==> src/rtl/fetch_ctrl.sv <==
// fetch_ctrl: instruction-fetch sequencer. Owns the program counter, issues
// req/ack word fetches to instruction memory, and hands each fetched word and
// its address to decode. Handles stalls, branch/jump redirects and halt.
module fetch_ctrl #(
  parameter logic [31:0] RESET_PC = 32'h0000_0000,
  parameter logic [31:0] PC_INC   = 32'd4
) (
  input  logic        clk,
  input  logic        rst,
  input  logic        start,
  input  logic        stall,
  input  logic        redirect,
  input  logic [31:0] redirect_pc,
  input  logic        halt,
  output logic        imem_req,
  output logic [31:0] imem_addr,
  input  logic        imem_ack,
  input  logic [31:0] imem_rdata,
  output logic [31:0] instr,
  output logic [31:0] instr_pc,
  output logic        instr_valid,
  output logic        busy
);

  typedef enum logic [1:0] {
    IDLE = 2'd0,
    REQ  = 2'd1,
    OUT  = 2'd2,
    HALT = 2'd3
  } state_t;

  state_t      state_reg, state_next;
  logic [31:0] pc_reg, pc_next;
  logic [31:0] addr_reg, addr_next;
  logic [31:0] instr_reg, instr_next;
  logic [31:0] ipc_reg, ipc_next;
  // squash: the outstanding request was overtaken by a redirect; drop its data.
  logic        squash_reg, squash_next;
  // halt_pend: halt seen while a request is outstanding; stop on its ack.
  logic        hpend_reg, hpend_next;

  // State and datapath registers; reset abandons any outstanding request.
  always_ff @(posedge clk) begin
    if (rst) begin
      state_reg  <= IDLE;
      pc_reg     <= RESET_PC;
      addr_reg   <= 32'h0000_0000;
      instr_reg  <= 32'h0000_0000;
      ipc_reg    <= 32'h0000_0000;
      squash_reg <= 1'b0;
      hpend_reg  <= 1'b0;
    end else begin
      state_reg  <= state_next;
      pc_reg     <= pc_next;
      addr_reg   <= addr_next;
      instr_reg  <= instr_next;
      ipc_reg    <= ipc_next;
      squash_reg <= squash_next;
      hpend_reg  <= hpend_next;
    end
  end

  // Next-state and datapath updates; everything holds unless a branch below changes it.
  always_comb begin
    state_next  = state_reg;
    pc_next     = pc_reg;
    addr_next   = addr_reg;
    instr_next  = instr_reg;
    ipc_next    = ipc_reg;
    squash_next = squash_reg;
    hpend_next  = hpend_reg;
    unique case (state_reg)
      IDLE: begin
        if (start) begin
          state_next = REQ;
          addr_next  = pc_reg;
        end
      end
      REQ: begin
        if (redirect) begin
          // Redirect beats halt. The address on the bus may only move once the
          // current request has been acknowledged.
          pc_next = redirect_pc;
          if (imem_ack) begin
            addr_next   = redirect_pc;
            squash_next = 1'b0;
          end else begin
            squash_next = 1'b1;
          end
        end else if (halt || hpend_reg) begin
          hpend_next = 1'b1;
          if (imem_ack) begin
            hpend_next  = 1'b0;
            squash_next = 1'b0;
            state_next  = HALT;
          end
        end else if (imem_ack) begin
          if (squash_reg) begin
            // Stale fetch completed; reissue at the redirected pc.
            squash_next = 1'b0;
            addr_next   = pc_reg;
          end else begin
            instr_next = imem_rdata;
            ipc_next   = addr_reg;
            pc_next    = addr_reg + PC_INC;
            state_next = OUT;
          end
        end
      end
      OUT: begin
        if (redirect) begin
          pc_next    = redirect_pc;
          addr_next  = redirect_pc;
          state_next = REQ;
        end else if (halt) begin
          state_next = HALT;
        end else if (!stall) begin
          addr_next  = pc_reg;
          state_next = REQ;
        end
      end
      HALT: begin
        state_next = HALT;
      end
      default: begin
        state_next = IDLE;
      end
    endcase
  end

  // Outputs come straight from registers, so there is no input-to-output path.
  assign imem_req    = (state_reg == REQ);
  assign imem_addr   = addr_reg;
  assign instr       = instr_reg;
  assign instr_pc    = ipc_reg;
  assign instr_valid = (state_reg == OUT);
  assign busy        = (state_reg == REQ) || (state_reg == OUT);

endmodule

==> config.mk <==
export PLATFORM = sky130hd
export DESIGN_NAME = fetch_ctrl
export DESIGN_NICKNAME = d
export VERILOG_FILES = /design/src/rtl/fetch_ctrl.sv
export SDC_FILE = /design/constraint.sdc
export NUM_CORES = 1
export LEC_CHECK = 0
export CAP_MARGIN = 5
export CORE_AREA = 10 10 136 150
export DETAILED_ROUTE_END_ITERATION = 7
export DIE_AREA = 0 0 146 160
export PLACE_DENSITY = 0.6
export SLEW_MARGIN = 20
export SYNTH_ARGS = -nofsm -noshare
export SYNTH_HDL_FRONTEND = slang
export SYNTH_SLANG_ARGS = --single-unit
==> constraint.sdc <==
create_clock -name clk -period 3.3 [get_ports clk]
set_input_delay 0.825 -clock clk [delete_from_list [all_inputs] [get_ports clk]]
set_output_delay 0.825 -clock clk [all_outputs]
set_load 0.03 [all_outputs]
# Word level (Yosys, flattened, before mapping)
# Index checks and enable logic that the tools add are counted.
dict set report word_totals {
  ff_bits 132
  in_bits 71
  wordCells 67
}
dict set report op_classes {
  add_sub_neg 1
  eq_ne 15
  muxes 29
  bitwise 3
  reduce_logical 12
}
# cell n
set ops {}
lappend ops {{$mux 32} 14}
lappend ops {{$pmux 32 s3} 1}
lappend ops {{$pmux 32 s2} 1}
lappend ops {{$add 32x3->32 const B} 1}
lappend ops {{$mux 2} 9}
lappend ops {{$reduce_and 5->1} 3}
lappend ops {{$ne 3x3->1 const B} 4}
lappend ops {{$ne 3x2->1 const B} 3}
lappend ops {{$pmux 2 s4} 1}
lappend ops {{$reduce_and 7->1} 1}
lappend ops {{$ne 2x2->1 const B} 3}
lappend ops {{$eq 2x2->1 const B} 2}
lappend ops {{$ne 4x4->1 const B} 1}
lappend ops {{$reduce_bool 2->1} 2}
lappend ops {{$mux 1} 3}
lappend ops {{$not 1->1} 3}
lappend ops {{$reduce_and 3->1} 1}
lappend ops {{$reduce_bool 3->1} 1}
lappend ops {{$eq 2x1->1 const B} 1}
lappend ops {{$logic_not 2->1} 1}
lappend ops {{$logic_or 1x1->1} 2}
lappend ops {{$ne 2x1->1 const B} 1}
lappend ops {{$reduce_and 2->1} 1}

# Longest topological paths before layout
dict set report logic_depth {
  word_depth 6
  mapped_depth 10
}

# Worst setup path after synthesis
# Ideal clock, no wire load.
dict set report synth_path {
  path_kind {register to register}
  start {register state_reg[0]}
  end {register pc_reg[19]}
  setup_ns 0.112
  arrival_ns 2.062
  t_required_ns 3.188
  setup_slack_ns 1.125
  path_stages_with_launch 9
  path_cell_list {dfxtp_1 inv_1 ha_1 or4_4 nor2b_2 o22a_2 buf_6 nor2_1 a2111oi_1}
}
dict set report synth_between {
  elab_chain_len 3
  word_cells_on_any_way 9
}
# element line_no
set synth_rtl {}
lappend synth_rtl {{start, declared} 32} ;# state_t state_reg, state_next;
lappend synth_rtl {{start signal, assigned} 53} ;# state_reg <= state_next;
lappend synth_rtl {{$eq 2x2->1 (*)} -}
lappend synth_rtl {{named net instr_valid} 21} ;# output logic instr_valid,
lappend synth_rtl {{$ne 2x2->1 (no line) or $reduce_bool 2->1 (tied branches)} -}
lappend synth_rtl {{$reduce_and 5->1 (no line)} -}
lappend synth_rtl {{end signal, assigned} 54} ;# pc_reg <= pc_next;
lappend synth_rtl {{end, declared} 33} ;# logic [31:0] pc_reg, pc_next;
# The timed path passes the listed nets; every way through them passes the cells marked *.
# A chain may end at the register's enable or synchronous reset.

# Worst setup path after layout
dict set report layout_path {
  start {register state_reg[0]}
  end {output port instr_valid}
}
dict set report layout_between {
  elab_chain_len 1
}
# element line_no
set layout_rtl {}
lappend layout_rtl {{$eq 2x2->1} 136} ;# assign instr_valid = (state_reg == OUT);
lappend layout_rtl {{end, declared} 21}
# No other way between the ends.

==> impl_metrics.toml <==
[timing]
fin_crit_sh_pct = 89.3
rsz0062_at_grt = "false"
period_needed_ns = 2.95
hold_viol_final = 0
skew_ns = 0.0108
fin_tns_setup_ns = 0
max_freq_ghz = 0.339
slew_headroom_pct = 54.3
worst-slew-pin-transition_ns = 0.686
setup_viol = 0
slew_violations = 0

[synthesis]
netlist_area_sq_um = 5960
synth_cell_types = 53
synth_top_area_share_pct = 44.3
synth_commonest_cells = "194 x nand2_1, 132 x dfxtp_1, 82 x a21oi_1"
ys.flop_type = "dfxtp_1"
ys_warn_count = 0
synth_most_common_cell = "nand2_1"
async_flop_share_pct = 0
postSynthAreaPerCell_sq_um = 7.80
ys_ff_latch = 132
yosysTopAreaCell = "dfxtp_1"
yosysSeqAreaShare_pct = 44.3
syn_inst = 764
yosys-top-cells-area = "dfxtp_1 44%, nand2_1 12%, a21oi_1 6.9%"
synth-edff-count = 0
mappedNetlistNets = 841

[clock_network]
cts_setup_buffers = 0
cts_buffers = 17
hold_buffers = 0
clk_latency_ns = 0.42
clk_pin_slew_ns = 0.06
htree_levels = 4
cts_tree = "built"
cts_sinks = 132
cts_buffer_depth = 2
cts_root_buffer = "clkbuf_16"
cts_resized = 0

[setup_path]
arrival_ns = 2.12
path_max_fanout = 12
crit_type = "reg2out"
critical_path.cell_chain = "inv_1 -> ha_1 -> clkdlybuf4s50_1"
endpoint_kind = "output port"
cpMaxStageDelayCell = "clkdlybuf4s50_1"
cp.buffers_inverters = 2
cp.required_ns = 2.47
crit_family = "buffers and inverters"
critical_path.max_stage_delay_ns = 0.77
startpoint_type = "register"

[global_route]
grt_start_max_net_pins = 73
grt_pass1_vias = 5772
overflow = 0
grtUsageTotal_pct = 16.8
grt_pass1_wl_microns = 32100
antenna_found_initial = 0

[placement]
postPlaceCellArea_sq_um = 7890
dpl.hpwl_microns = 13900
place_congestion = 0.821
io_buffers = 169

[detailed_routing]
drc = 0
route.vias.total = 5943
drtPass1Iterations = 5
drt-vias-per-instance = 5.13
drtIter0Drc = 344
wire_per_inst_microns = 17.2
routed_wl_microns = 20000
ant_nets = 0

[power]
leakage_nw = 2.83
ir_worst_vdd_mv = 0.667
p_per_area_nw_per_um2 = 850
p_total_mw = 7.19

[floorplan]
core_sq_um = 17400
die_area_sq_um = 23400
num_rows = 51
die_w_microns = 146
ios = 170
die_h_microns = 160
initial_core_util_pct = 34.2

[cells_and_area]
utilization_pct = 48.6
nets = 985
postLayoutCellArea_sq_um = 8460
drive_gt1_share_pct = 7.17
antenna_cells = 0
area_growth_pct = 41.9

[job]
max_cap_viol_count = 0

[hold_path]
hp-class = "reg2reg"

[outcome]
outcome = "finished clean"
[cell families after synthesis]
group	synth area share, %
simple gates	26.8
xor+xnor	3.53
flops	44.3
fa+ha+maj	1.26
compound gates	19.0
buf+inv	5.04
[per-stage QoR]
step / hold slack [ns] / setup slack [ns] / std cells
3_3_place_gp: 0.441 / 0.358 / 1127
6_report: 0.452 / 0.353 / 1159
5_1_grt: 0.471 / 0.230 / 1159
3_5_place_dp: 0.444 / 0.312 / 1127
2_1_floorplan: 0.426 / 1.13 / 764
4_1_cts: 0.453 / 0.339 / 1159
[cell usage in the layout (no fill, tap or decap), types with 4 or more instances in the layout]
cell             instances
o221ai_1                10
clkinv_2                 4
dfxtp_1                132
xor2_1                   4
and3_1                   5
nor3_1                   9
xnor2_1                 20
nor2_1                  67
nand2_1                194
inv_1                    8
nor4_1                   4
nand3_1                 45
a311oi_1                36
nand4_1                  7
and4_1                   4
buf_4                   19
a211oi_1                 4
a2111oi_1                7
o21ai_0                 10
nand2b_1                 5
clkdlybuf4s50_1        168
ha_1                     6
clkbuf_16               17
a21oi_1                 82
[metal layers]
metal	share of wire [%]	vias up	wire, microns	GRT usage, %
li1	-	2961	-	-
met3	6.4	18	1280	4.95
met1	46	2773	9130	21.2
met2	47	191	9390	27.4
met5	0	-	0	0
met4	0.93	0	185	4.14
[area by class of cell]
type | count | area (sq um)
Clock inverter | 12 | 130
Fill cell | 1731 | 8960
Multi-Input combinational cell | 559 | 3030
Inverter | 8 | 30.0
Tap cell | 238 | 298
Timing Repair Buffer | 190 | 1880
Clock buffer | 20 | 447
Sequential cell | 132 | 2640
[power by group]
group          internal [mW]  switching [mW]
Combinational           1.14            1.72
Sequential              1.97           0.513
Clock                   1.13           0.721
Total                   4.25            2.95
[worst paths after layout]
| check | end | cells after the start | slack (ns) | from |
|---|---|---|---|---|
| setup / recovery | instr_valid | 3 | 0.35 | state_reg[0]$_SDFFE_PP0P_ |
| hold / removal | instr[23]$_SDFFE_PP0P_ | 2 | 0.45 | instr[23]$_SDFFE_PP0P_ |
| setup reg to reg | pc_reg[7]$_SDFFE_PP0P_ | 8 | 0.68 | state_reg[0]$_SDFFE_PP0P_ |
| hold reg to reg | instr[23]$_SDFFE_PP0P_ | 2 | 0.45 | instr[23]$_SDFFE_PP0P_ |
[worst register-to-register path, stage by stage (launching register included)]
cell and delay, ns:
dfxtp_1 0.44, inv_1 0.10, ha_1 0.38, or4_4 0.56, nor2b_2 0.14, o22a_2 0.31
buf_4 0.29, o221ai_1 0.16, a21oi_1 0.18
(Power assumes the default switching activity.)
